--- src/rtl/rsa_pkg.sv ---
// Shared types and default sizes for the RSA modular-exponentiation sequencer.
package rsa_pkg;

  localparam int RSA_W  = 6;
  localparam int RSA_KW = 6;

  typedef enum logic [2:0] {
    IDLE = 3'd0,
    LOAD = 3'd1,
    SQR  = 3'd2,
    MUL  = 3'd3,
    NEXT = 3'd4,
    DONE = 3'd5
  } state_t;

endpackage

--- src/rtl/rsa_modexp_ctrl.sv ---
// Left-to-right square-and-multiply sequencer; every (a*b) mod n is delegated
// to an external modular-multiply unit over a req/ack handshake.
module rsa_modexp_ctrl
  import rsa_pkg::*;
#(
  parameter int W  = RSA_W,
  parameter int KW = RSA_KW
) (
  input  logic          clk,
  input  logic          reset_n,
  input  logic          start,
  input  logic [W-1:0]  data,
  input  logic [KW-1:0] key,
  input  logic [W-1:0]  n,
  output logic          busy,
  output logic          done,
  output logic          err,
  output logic [W-1:0]  result,
  output logic          mm_req,
  output logic [W-1:0]  mm_a,
  output logic [W-1:0]  mm_b,
  output logic [W-1:0]  mm_n,
  input  logic          mm_ack,
  input  logic [W-1:0]  mm_res
);

  localparam int            IW      = (KW > 1) ? $clog2(KW) : 1;
  localparam logic [IW-1:0] IDX_TOP = IW'(KW - 1);
  localparam logic [W-1:0]  ONE     = W'(1);

  state_t        state_q;
  logic [W-1:0]  m_q;
  logic [W-1:0]  n_q;
  logic [W-1:0]  r_q;
  logic [KW-1:0] k_q;
  logic [IW-1:0] idx_q;

  logic          busy_q;
  logic          done_q;
  logic          err_q;
  logic [W-1:0]  result_q;
  logic          mm_req_q;
  logic [W-1:0]  mm_a_q;
  logic [W-1:0]  mm_b_q;
  logic [W-1:0]  mm_n_q;

  logic          ack_s;
  logic          key_bit_s;

  // An ack only counts while a request is outstanding; stray pulses are dropped.
  assign ack_s     = mm_ack & mm_req_q;
  assign key_bit_s = k_q[idx_q];

  assign busy   = busy_q;
  assign done   = done_q;
  assign err    = err_q;
  assign result = result_q;
  assign mm_req = mm_req_q;
  assign mm_a   = mm_a_q;
  assign mm_b   = mm_b_q;
  assign mm_n   = mm_n_q;

  // Sequencer state, operand latches, accumulator and all registered outputs.
  always_ff @(posedge clk or negedge reset_n) begin
    if (!reset_n) begin
      state_q  <= IDLE;
      m_q      <= '0;
      n_q      <= '0;
      r_q      <= '0;
      k_q      <= '0;
      idx_q    <= '0;
      busy_q   <= 1'b0;
      done_q   <= 1'b0;
      err_q    <= 1'b0;
      result_q <= '0;
      mm_req_q <= 1'b0;
      mm_a_q   <= '0;
      mm_b_q   <= '0;
      mm_n_q   <= '0;
    end else begin
      case (state_q)
        IDLE: begin
          done_q <= 1'b0;
          err_q  <= 1'b0;
          if (start) begin
            m_q     <= data;
            k_q     <= key;
            n_q     <= n;
            r_q     <= ONE;
            idx_q   <= IDX_TOP;
            busy_q  <= 1'b1;
            state_q <= LOAD;
          end else begin
            state_q <= IDLE;
          end
        end

        // Degenerate modulus / exponent finish without touching the mm unit.
        LOAD: begin
          if (n_q == '0) begin
            result_q <= '0;
            err_q    <= 1'b1;
            done_q   <= 1'b1;
            state_q  <= DONE;
          end else if (k_q == '0) begin
            result_q <= (n_q == ONE) ? '0 : ONE;
            done_q   <= 1'b1;
            state_q  <= DONE;
          end else begin
            mm_req_q <= 1'b1;
            mm_a_q   <= r_q;
            mm_b_q   <= r_q;
            mm_n_q   <= n_q;
            state_q  <= SQR;
          end
        end

        // Back-to-back into MUL keeps mm_req high; operands switch at the ack edge.
        SQR: begin
          if (ack_s) begin
            r_q <= mm_res;
            if (key_bit_s) begin
              mm_a_q  <= mm_res;
              mm_b_q  <= m_q;
              state_q <= MUL;
            end else begin
              mm_req_q <= 1'b0;
              state_q  <= NEXT;
            end
          end else begin
            state_q <= SQR;
          end
        end

        MUL: begin
          if (ack_s) begin
            r_q      <= mm_res;
            mm_req_q <= 1'b0;
            state_q  <= NEXT;
          end else begin
            state_q <= MUL;
          end
        end

        NEXT: begin
          if (idx_q == '0) begin
            result_q <= r_q;
            done_q   <= 1'b1;
            state_q  <= DONE;
          end else begin
            idx_q    <= idx_q - IW'(1);
            mm_req_q <= 1'b1;
            mm_a_q   <= r_q;
            mm_b_q   <= r_q;
            state_q  <= SQR;
          end
        end

        DONE: begin
          done_q  <= 1'b0;
          err_q   <= 1'b0;
          busy_q  <= 1'b0;
          state_q <= IDLE;
        end

        default: begin
          busy_q   <= 1'b0;
          done_q   <= 1'b0;
          err_q    <= 1'b0;
          mm_req_q <= 1'b0;
          state_q  <= IDLE;
        end
      endcase
    end
  end

endmodule

--- config.mk ---
export PLATFORM = sky130hd
export DESIGN_NAME = rsa_modexp_ctrl
export DESIGN_NICKNAME = d
export VERILOG_FILES = /design/src/rtl/rsa_pkg.sv /design/src/rtl/rsa_modexp_ctrl.sv
export SDC_FILE = /design/constraint.sdc
export NUM_CORES = 1
export LEC_CHECK = 0
export CORE_MARGIN = 5
export CORE_UTILIZATION = 45
export CTS_BUF_LIST = sky130_fd_sc_hd__clkbuf_8 sky130_fd_sc_hd__clkbuf_16
export DETAILED_ROUTE_END_ITERATION = 8
export PLACE_DENSITY = 0.77
export SLEW_MARGIN = 20
export SYNTH_ARGS = -nofsm -noshare
export SYNTH_HDL_FRONTEND = slang
export SYNTH_SLANG_ARGS = --single-unit
--- constraint.sdc ---
create_clock -name clk -period 5.5 [get_ports clk]
set_input_delay 0.825 -clock clk [delete_from_list [all_inputs] [get_ports clk]]
set_output_delay 0.825 -clock clk [all_outputs]
set_load 0.005 [all_outputs]
== Word-level counts from Yosys, hierarchy flattened ==
Cells that the tools add are included.

* Bits in registers: 58
* Output and inout bits: 28
* Word-level logic and storage cells: 108

* $add $sub $neg: 1
* Magnitude comparators: 1
* Equality and inequality tests: 18
* Muxes and demuxes: 45
* Bitwise operators: 7
* Reduce and logical (&&, ||, !) cells: 22

{| class="wikitable"
|+ Operators with widths
! cell !! number
|-
| $mux W6 || 12
|-
| $pmux W6 S3 || 2
|-
| $mux W3 || 8
|-
| $pmux W6 S2 || 2
|-
| $ne A2 B2 Y1 const B || 10
|-
| $pmux W3 S5 || 1
|-
| $reduce_and A3 Y1 || 5
|-
| $mux W1 || 14
|-
| $logic_not A6 Y1 || 2
|-
| $reduce_and A7 Y1 || 1
|-
| $eq A3 B2 Y1 const B || 2
|-
| $eq A3 B3 Y1 const B || 2
|-
| $eq A6 B1 Y1 const B || 1
|-
| $logic_not A3 Y1 || 2
|-
| $not A1 Y1 || 6
|-
| $pmux W3 S2 || 1
|-
| $reduce_and A2 Y1 || 3
|-
| $reduce_and A6 Y1 || 1
|-
| $reduce_bool A2 Y1 || 3
|-
| $pmux W1 S5 || 1
|-
| $lt A3 B4 Y1 const B || 1
|-
| $pmux W1 S2 || 2
|-
| $reduce_or A2 Y1 || 2
|-
| $reduce_or A4 Y1 || 1
|-
| other kinds (9) || 9
|}

== Longest topological paths before layout ==
Gate-level depths: netlist (run 1).

* Depth after elaboration: 5
* Mapped depth: 7

== Worst setup path before layout (run 1) ==
Ideal clock, no wire load.

* Path kind: reg2reg
* From: register idx_q[2]
* To: register mm_a_q[2], in the netlist mm_a[2]
* Library setup time: 0.125 ns
* Arrival: 1.897 ns
* Required time: 5.375 ns
* Setup slack: 3.478 ns
* Stages on the path, launching flop included: 7
* Path buffers: 1
* Clock period less this slack: 2.022 ns
* Cells stage by stage: dfrtp_1 > mux2_4 > a222oi_1 > o2bb2ai_1 > a211oi_2 > buf_6 > mux2_4

* Word-level cells in the longest chain between the ends: 4

{| class="wikitable"
|+ Ends and longest elaborated chain
! element !! line !! source
|-
| start, declared || rsa_modexp_ctrl.sv:36 || <nowiki>logic [IW-1:0] idx_q;</nowiki>
|-
| start signal, assigned || rsa_modexp_ctrl.sv:151 || <nowiki>idx_q <= idx_q - IW'(1);</nowiki>
|-
| $bmux W1 S3 || rsa_modexp_ctrl.sv:52 || <nowiki>assign key_bit_s = k_q[idx_q];</nowiki>
|-
| $mux W1 (implied by the code) || rsa_modexp_ctrl.sv:52 ||
|-
| $ne A2 B2 Y1 (no source line) || n/a ||
|-
| $reduce_and A6 Y1 (no source line) * || n/a ||
|-
| end signal, assigned || rsa_modexp_ctrl.sv:111 || <nowiki>mm_a_q <= r_q;</nowiki>
|-
| end signal, assigned || rsa_modexp_ctrl.sv:123 || <nowiki>mm_a_q <= mm_res;</nowiki>
|-
| end signal, assigned || rsa_modexp_ctrl.sv:153 || <nowiki>mm_a_q <= r_q;</nowiki>
|-
| end, declared || rsa_modexp_ctrl.sv:43 || <nowiki>logic [W-1:0] mm_a_q;</nowiki>
|}

Mark *: on every way between the ends. The rest lies on a longest branch, timed or not. The select of a mux whose other input is x is not followed.
A chain may end at the register's enable or synchronous reset.

== Worst setup path in the final report (run 1) ==
* From: register state_q[0]
* To: register mm_a_q[0], in the netlist mm_a[0]

* Word-level cells in the longest chain between the ends: 3

{| class="wikitable"
|+ Ends and longest elaborated chain
! element !! line !! source
|-
| start, declared || rsa_modexp_ctrl.sv:31 || <nowiki>state_t state_q;</nowiki>
|-
| start signal, assigned || rsa_modexp_ctrl.sv:66 || <nowiki>state_q <= IDLE;</nowiki>
|-
| start signal, assigned || rsa_modexp_ctrl.sv:92 || <nowiki>state_q <= LOAD;</nowiki>
|-
| start signal, assigned || rsa_modexp_ctrl.sv:94 || <nowiki>state_q <= IDLE;</nowiki>
|-
| $eq A3 B2 Y1 (tied with other cells) || rsa_modexp_ctrl.sv:81 || <nowiki>case (state_q)</nowiki>
|-
| $ne A2 B2 Y1 (no source line) or $reduce_bool A3 Y1 (tied branches) || n/a ||
|-
| $reduce_and A6 Y1 (no source line) || n/a ||
|}

Parallel ways exist; a longest one is shown, timed or not.

==> results.toml, run 1 <==
[run_status]
status = "complete, no violations"

[synthesis]
syn_inst = 237
synth_top_area_cell = "dfrtp_1"
yosysSeqAreaShare_pct = 53.8
ys_types = 36
synthTopCellsByArea = "dfrtp_1, mux2_2, mux2_4"
netlist_area_sq_um = 2700
async_flop_share_pct = 100
ys_warn_count = 0
synth-seq-cells = 58
synth_edf_count = 0
synth_top_area_share_pct = 53.8
synthFlopType = "dfrtp_1"
synth_area_per_cell_sq_um = 11.4
syn_nets = 267

[clock_network]
clockRootBuffer = "clkbuf_8"
path_clk_slew_ps = 70
h-tree-depth = 3
clk-insertion-delay-late_ps = 330
cts_tree = "yes"
cts_buffer_depth = 2
cts_buffers = 9
cts_resized = 0
clock-sinks = 58
cts_setup_buffers = 0
cts_hold_buffers = 0

[global_routing]
grt_pass1_vias = 1947
antenna_found_initial = 0
grt-ovfl-total = 0
grt_pass1_wl_mm = 9.54
grt_max_degree = 59
globalRouteTotalUtil_pct = 16.2

[route]
vias = 1982
drc = 0
dr_wl_met3_microns = 275
via_per_inst = 5.30
wl_per_cell_microns = 15.8
drt_first_pass_iters = 4
drtAntennaViolNets = 0
wl_met2_mm = 2.88
drt_wl_total_mm = 5.91
drt_iter0_drc = 162
wl_met1_mm = 2.69
maxUsedRoutingLayer = "met4"

[finish]
diodes = 0
syn2layout_area_growth_pct = 29.7
nFillCells = 502
nNetsFinal = 324
multiInputGateArea_sq_um = 1160
drive_above_1_share_pct = 21.1
seq_area_sq_um = 1450

[timing]
fmaxAchievable_mhz = 396
worst_pin_slew_ps = 821
relSlewSlack_pct = 45.3
tns_ps = 0
layout_worst_path_cycle_share_pct = 45.9
skew_ps = 10.7
hold_viol = 0
rsz0062_at_grt = "false"
finalSetupViolCount = 0
whs_ps = 501
maxSlewViolCount = 0
fin_crit_ps = 2520

[setup_path]
r2r-start = "state_q[0]"
worstSetupStartpoint = "state_q[0]"
end_kind = "flip-flop"
cpMaxStageDelayCell = "nor2_1"
reg2regPathDepth = 6
path_cells = "nor2_1 -> nand2_1 -> nor2_2 -> a211oi_2 -> buf_4 -> mux2_1"
startpoint_type = "flip-flop"
critPathMaxStageDelay_ps = 620
crit_type = "reg2reg"
cp.required_ps = 5700
crit_path_max_fanout = 12
worstPathArrival_ps = 2720

[floorplanning]
core_sq_um = 5890
rows = 28
pin_count = 56
die_area_sq_um = 7650
fp.dieW_microns = 87.4
die_h_microns = 87.4
start_util_pct = 45.9

[pwr]
leakage_nw = 1.49
power_mw = 1.94
vdd_drop_max_uv = 265
cellPowerDensity_nw_per_um2 = 555

[hold_path]
worstHoldStart = "r_q[4]"
hold_depth = 1
min_path_type = "reg2reg"

[place]
numPortBuffers = 55
dpl.hpwl_mm = 4.11
place_congestion = 0.884

[flow_run]
drv_cap = 0
==> cell usage after synthesis, types with 2 or more instances <==
master,instances
o31ai_1,2
nor2_1,11
a22o_1,6
inv_1,11
o21ai_0,22
nor2b_1,3
nand2_1,25
a22oi_1,2
mux2_2,27
clkbuf_1,10
a21o_1,2
ha_1,2
mux2_4,11
mux2_1,2
nand2b_1,3
nand4b_1,2
nor4_1,2
a21oi_1,10
o21bai_1,2
nand3_1,9
dfrtp_1,58
==> layout make-up <==
type	count	area share, %
repair buffers	58	16.2
clock buffers	12	4.72
flip-flops and latches	58	41.5
clock inverters	4	0.715
multi-input cells	156	33.0
well taps	75	2.68
inverters	11	1.18
==> placed cells by master (no fill, tap or decap), types with 2 or more instances in the layout <==
cell type	n
dfrtp_1	58
nor4_1	2
o21ai_0	22
clkbuf_8	12
ha_1	2
nand4b_1	2
nor2_1	10
nor2_2	2
nand2b_1	3
nor2b_1	3
a22o_1	6
a22oi_1	2
inv_1	11
mux2_2	27
clkinvlp_4	2
nand3_1	9
clkinv_2	2
buf_4	3
a21o_1	2
o31ai_1	2
mux2_1	2
nand2_1	25
a21oi_1	10
clkdlybuf4s50_1	54
o21bai_1	2
mux2_4	11
==> power breakdown <==
part	switching [mW]	leakage, nW	internal [mW]	total [mW]
combinational	0.353	0.682	0.466	0.818
clock	0.173	0.0944	0.199	0.372
sequential	0.144	0.710	0.609	0.753
total	0.670	1.49	1.27	1.94
==> state kept, by name, summed over array words and instances (netlist names) <==
| name | count |
|---|---|
| k_q | 6 |
| m_q | 6 |
| mm_a | 6 |
| mm_b | 6 |
| mm_n | 6 |
| n_q | 6 |
| r_q | 6 |
| result | 6 |
| idx_q | 3 |
| state_q | 3 |
| busy | 1 |
| done | 1 |
| err | 1 |
| mm_req | 1 |
==> critical path, delay by kind of cell (launching register included) <==
family,cells,cell delay [ps]
mux,1,330
buf+inv,1,230
flops,1,500
compound gates,1,80
simple gates,3,1260
==> path summary, 6_finish.rpt <==
path                              end  slack (ps)
hold reg to reg             result[4]         500
setup / recovery              mm_a[0]        2980
max in group asynchronous  state_q[0]        4380
hold / removal              result[4]         500
min in group asynchronous     mm_n[3]         630
setup reg to reg              mm_a[0]        2980
==> metrics by stage <==
stage / instance area [sq um] / worst slack (ps) / std cells / utilization, %
6_report: 3500 / 2980 / 374 / 59.5
5_1_grt: 3500 / 2810 / 374 / 59.5
4_1_cts: 3500 / 2730 / 374 / 59.4
3_5_place_dp: 3310 / 2760 / 358 / 56.2
3_3_place_gp: 3310 / 2860 / 358 / 56.2
2_1_floorplan: 2700 / 3480 / 237 / -
==> per-layer routing <==
| layer | up-vias | GRT usage, % |
|---|---|---|
| met1 | 975 | 22.6 |
| met3 | 4 | 4.16 |
| met4 | 0 | 5.86 |
| met5 | - | 0 |
| li1 | 952 | - |
| met2 | 51 | 24.5 |
==> cell families after synthesis <==
family | Yosys count | synth area share, %
fa+ha+maj | 2 | 0.927
flops | 58 | 53.8
simple gates | 59 | 10.6
compound gates | 54 | 12.7
buf+inv | 23 | 3.48
mux | 40 | 18.2
xor+xnor | 1 | 0.325
No activity file was read; power rests on OpenSTA's default activity.
==> inputs of run 2 (changes only) <==
==> constraint.sdc (replaced) <==
create_clock -name clk -period 2.5 [get_ports clk]
set_input_delay 0.375 -clock clk [delete_from_list [all_inputs] [get_ports clk]]
set_output_delay 0.375 -clock clk [all_outputs]
set_load 0.005 [all_outputs]
==> run 2 against run 1 <==
Global-route usage up 0.25 points. Clock-buffer cell count down 2. Hold slack worse by 2.5 ps. Register-to-register slack worse by 2800 ps. Critical path depth unchanged. Clock power rose to 2.6 times the previous value. Setup slack worse by 2800 ps. First-iteration DRC count down 30%. Power up 130%. Clock skew up 1.6 ps. Final area up 3.0%. Largest cell class unchanged. Largest power group unchanged.
==> results.toml, run 2 (synthesis results as in run 1) <==
[clock_network]
cts_buffers = 9
path_clk_slew_ps = 70
clockRootBuffer = "clkbuf_8"
cts_buffer_depth = 2
clk-insertion-delay-late_ps = 340
cts_tree = "yes"
cts_resized = 0
h-tree-depth = 3
clock-sinks = 58

[global_routing]
globalRouteTotalUtil_pct = 16.5
grt-ovfl-total = 0
grt_pass1_vias = 2007
antenna_found_initial = 0
grt_max_degree = 23
grt_pass1_wl_mm = 9.61

[setup_path]
worstPathArrival_ps = 2530
cpMaxStageDelayCell = "a222oi_1"
cp.required_ps = 2710
critPathMaxStageDelay_ps = 610
crit_type = "reg2reg"
critPathBufInv = 1
ff2ff_setup_slack_ps = 190
startpoint_type = "flip-flop"
crit_family = "compound AO/OA/AOI/OAI gates"
reg2regPathDepth = 6
r2r-start = "idx_q[2]"
r2r-end = "mm_a[0]"
path_cells = "mux2_4 -> a222oi_1 -> o2bb2ai_1 -> a211oi_2 -> buf_4 -> mux2_1"
end_kind = "flip-flop"
crit_path_max_fanout = 12

[timing]
rsz0062_at_grt = "false"
finalSetupViolCount = 0
maxSlewViolCount = 0
hold_viol = 0
fin_crit_ps = 2310
worst_pin_slew_ps = 661
skew_ps = 12.2
relSlewSlack_pct = 55.9
fmaxAchievable_mhz = 433
layout_worst_path_cycle_share_pct = 92.4
tns_ps = 0

[route]
drt_wl_total_mm = 5.93
drt_first_pass_iters = 4
drc = 0
drtAntennaViolNets = 0
drt_iter0_drc = 114
vias = 2037
via_per_inst = 5.30
wl_per_cell_microns = 15.4

[floorplanning]
rows = 28
start_util_pct = 45.9
pin_count = 56
die_area_sq_um = 7650
die_h_microns = 87.4
fp.dieW_microns = 87.4
core_sq_um = 5890

[finish]
syn2layout_area_growth_pct = 33.6
stdcell_area_sq_um = 3600
nNetsFinal = 334
final_cells = 384
fin_util_pct = 61.2
drive_above_1_share_pct = 22.7
layout_commonest_cell = "dfrtp_1"
diodes = 0
final_cell_mix = "dfrtp_1, clkdlybuf4s50_1, mux2_2"

[place]
numPortBuffers = 55
dpl_cell_area_sq_um = 3380
placed_cells = 367
place_congestion = 0.832
dpl.hpwl_mm = 4.31

[pwr]
cellPowerDensity_nw_per_um2 = 1250
leakage_nw = 1.56
vdd_drop_max_uv = 588
power_mw = 4.49

[hold_path]
worstHoldStart = "mm_a[0]"
min_path_type = "reg2reg"
holdPathEnd = "mm_a[0]"
hold_depth = 1

[run_status]
status = "complete, no violations"

[flow_run]
drv_cap = 0
run 2: worst reg2reg max path: stages, from the launching register on:
cell and delay (ps):
dfrtp_1 460, mux2_4 320, a222oi_1 610, o2bb2ai_1 210, a211oi_2 50, buf_4 220, mux2_1 330
run 2: cell type report:
cell class / count / area, sq um
Clock inverter: 6 / 81.3
Sequential cell: 58 / 1450
Clock buffer: 10 / 138
Multi-Input combinational cell: 156 / 1150
Fill cell: 500 / 2280
Inverter: 11 / 41.3
Timing Repair Buffer: 68 / 646
Tap cell: 75 / 93.8
run 2: timing repair:
item	in CTS	in global routing
setup buffers	0	0
hold buffers	1	0
endpoints found under the hold margin	8	0
run 2: where the power goes:
part | switching (mW) | internal, mW
Combinational | 0.802 | 1.09
Sequential | 0.309 | 1.34
Clock | 0.369 | 0.581
Total | 1.48 | 3.01
run 2: per-stage QoR:
step	hold WS [ps]	worst slack, ps
after global routing	521	113
after detailed placement	355	226
after floorplan	79.4	478
after CTS	498	209
final	499	189
after global placement	351	288
run 2: how the worst max path moves through the flow:
stage               startpoint       to  slack, ps  cells after the start
finish                idx_q[2]  mm_a[0]        190                      6
global route          idx_q[2]  mm_a[0]        110                      6
CTS                   idx_q[2]  mm_a[1]        210                      6
detailed placement    idx_q[2]  mm_a[0]        230                      6
global placement      idx_q[2]  mm_a[1]        290                      6
floorplan             idx_q[2]  mm_a[2]        480                      6
run 2: routing by layer:
layer	wire length [microns]	GRT usage (%)	share of wire, %	up-vias
met3	276	4.73	4.7	12
met1	2670	21.7	45	1011
met4	111	6.14	1.9	0
met2	2870	25.8	48	40
li1	-	-	-	974
met5	0	0	0	-
==> inputs of run 3 (changes only) <==
--- a/config.mk
+++ b/config.mk
@@ -5,6 +5,7 @@
 export SDC_FILE = /design/constraint.sdc
 export NUM_CORES = 1
 export LEC_CHECK = 0
+export ABC_AREA = 1
 export CORE_MARGIN = 5
 export CORE_UTILIZATION = 45
 export CTS_BUF_LIST = sky130_fd_sc_hd__clkbuf_8 sky130_fd_sc_hd__clkbuf_16
==> run 3 against run 2 <==
Critical path depth increased by 2. Area after synthesis fell by 0.32%. Flip-flop and latch count unchanged. Clock power fell by 7.8%. Hold slack lost 400 ps. Sequential share of layout area grew 1.3 points. Combinational power hardly changed. First-iteration DRC count up 21%. Clock-buffer cell count up 1. Critical endpoint is now idx_q[0].
==> results.toml, run 3 <==
[clock_network]
cts_hold_buffers = 0
cts_setup_buffers = 0
clockRootBuffer = "clkbuf_8"
cts_buffer_depth = 2
path_clk_slew_ps = 70
cts_tree = "yes"
cts_buffers = 9
clk-insertion-delay-late_ps = 340
cts_resized = 0
h-tree-depth = 3
clock-sinks = 58

[floorplanning]
pin_count = 56
start_util_pct = 46.0
die_h_microns = 87.3
die_area_sq_um = 7620
core_sq_um = 5850
rows = 28
fp.dieW_microns = 87.3

[setup_path]
startpoint_type = "flip-flop"
reg2regPathDepth = 8
cp.required_ps = 2760
r2r-start = "state_q[0]"
critPathMaxStageDelay_ps = 470
crit_path_max_fanout = 31
ff2ff_setup_slack_ps = 750
crit_type = "reg2reg"
critPathBufInv = 2
worstPathArrival_ps = 2000
end_kind = "flip-flop"
crit_family = "simple AND/OR/NAND/NOR gates"
r2r-end = "idx_q[0]"
cpMaxStageDelayCell = "dfrtp_1"
path_cells = "nor2_2 -> nand2_1 -> nor2_1 -> buf_4 -> inv_2 -> nand2_1 -> o21ai_0 -> o21ai_0"

[timing]
maxSlewViolCount = 0
rsz0062_at_grt = "false"
finalSetupViolCount = 0
relSlewSlack_pct = 50.5
skew_ps = 11.7
fin_crit_ps = 1750
worst_pin_slew_ps = 739
layout_worst_path_cycle_share_pct = 69.8
hold_viol = 0
tns_ps = 0
fin_ws_ps = 755
fmaxAchievable_mhz = 573

[route]
wl_per_cell_microns = 12.6
vias = 2278
via_per_inst = 4.93
drc = 0
drt_iter0_drc = 138
drt_wl_total_mm = 5.81
drt_first_pass_iters = 4
drtAntennaViolNets = 0

[synthesis]
synth_xor_area_share_pct = 0.326
synth.most_common_cell = "nand2_1"
yosys.area_share.simple_pct = 29.5
synth_compound_area_share_pct = 8.42
syn_nets = 354
ys_warn_count = 0
yosysSeqAreaShare_pct = 54.0
synthTopCellsByArea = "dfrtp_1, nand2_1, o21ai_0"
synthFlopType = "dfrtp_1"
synth_mux_area_share_pct = 0
ys_types = 27
netlist_area_sq_um = 2690
ys_top_cells_by_count = "nand2_1, dfrtp_1, o21ai_0"
synth_edf_count = 0
async_flop_share_pct = 100
synth_area_per_cell_sq_um = 8.30
synth_top_family_by_area = "simple AND/OR/NAND/NOR gates"
synth_top_area_share_pct = 54.0
synthAdderAreaFrac_pct = 0.930
syn_inst = 324
synth_top_area_cell = "dfrtp_1"
synth-seq-cells = 58

[place]
dpl.hpwl_mm = 4.30
place_congestion = 0.868
numPortBuffers = 55
dpl_worst_slack_ps = 616

[global_routing]
globalRouteTotalUtil_pct = 16.3
grt_pass1_wl_mm = 9.63
antenna_found_initial = 0
grt-ovfl-total = 0
grt_pass1_vias = 2124
grt_max_degree = 32

[hold_path]
min_path_type = "in2async"

[flow_run]
drv_cap = 0

[finish]
multiInputGateArea_sq_um = 1050
seq_area_sq_um = 1450
syn2layout_area_growth_pct = 30.0
drive_above_1_share_pct = 9.30
layout_commonest_cell = "nand2_1"
nNetsFinal = 412
nFillCells = 480
diodes = 0
final_cell_mix = "nand2_1, dfrtp_1, clkdlybuf4s50_1"

[pwr]
leakage_nw = 1.74
cellPowerDensity_nw_per_um2 = 1250
vdd_drop_max_uv = 542

[run_status]
status = "complete, no violations"
==> run 3: logic make-up (layout without fill, tap and decap cells) <==
kind of cell	after synthesis	after routing
and+or+nand+nor	179	179
buffers and inverters	42	105
xor gates and xnor gates	1	1
DFF	58	58
AOI/OAI and AO/OA	42	42
adders and majority gates	2	2
==> run 3: layout make-up <==
cell class | count | area share, %
flip-flops and latches | 58 | 41.5
multi-input cells | 224 | 30.1
repair buffers | 57 | 16.4
clock buffers | 11 | 4.33
inverters | 32 | 3.44
well taps | 75 | 2.68
clock inverters | 5 | 1.50
==> run 3: per-layer routing <==
metal  track usage (%)  up-vias  share of wire [%]
met5                 0        -                  0
met4              8.23        0                1.4
met3              3.31       10                6.0
met2              25.5       58                 47
met1              21.5     1058                 46
li1                  -     1152                  -
==> run 3: per-stage QoR <==
stage	cells	hold slack (ps)	instance area (sq um)	power [mW]	utilization [%]
finish	462	94.6	3500	4.37	59.8
detailed placement	446	459	3290	3.52	56.3
CTS	462	115	3500	4.41	59.8
global placement	446	459	3290	3.47	56.3
global route	462	159	3500	4.77	59.8
floorplan	324	79.4	2690	2.96	-
==> run 3: how the worst max path moves through the flow <==
stage / from / endpoint / slack (ps) / depth (start not counted)
floorplan: state_q[0] / mm_a[2] / 1080 / 7
global placement: mm_ack / mm_a[1] / 630 / 8
detailed placement: mm_ack / mm_b[0] / 620 / 8
CTS: state_q[0] / idx_q[0] / 760 / 8
global route: state_q[1] / idx_q[2] / 530 / 8
finish: state_q[0] / idx_q[0] / 750 / 8
==> run 3: report_power, final <==
| part | internal (mW) | switching [mW] | leakage, nW |
|---|---|---|---|
| clock network | 0.509 | 0.366 | 0.105 |
| logic | 0.777 | 1.13 | 0.896 |
| registers | 1.33 | 0.262 | 0.738 |
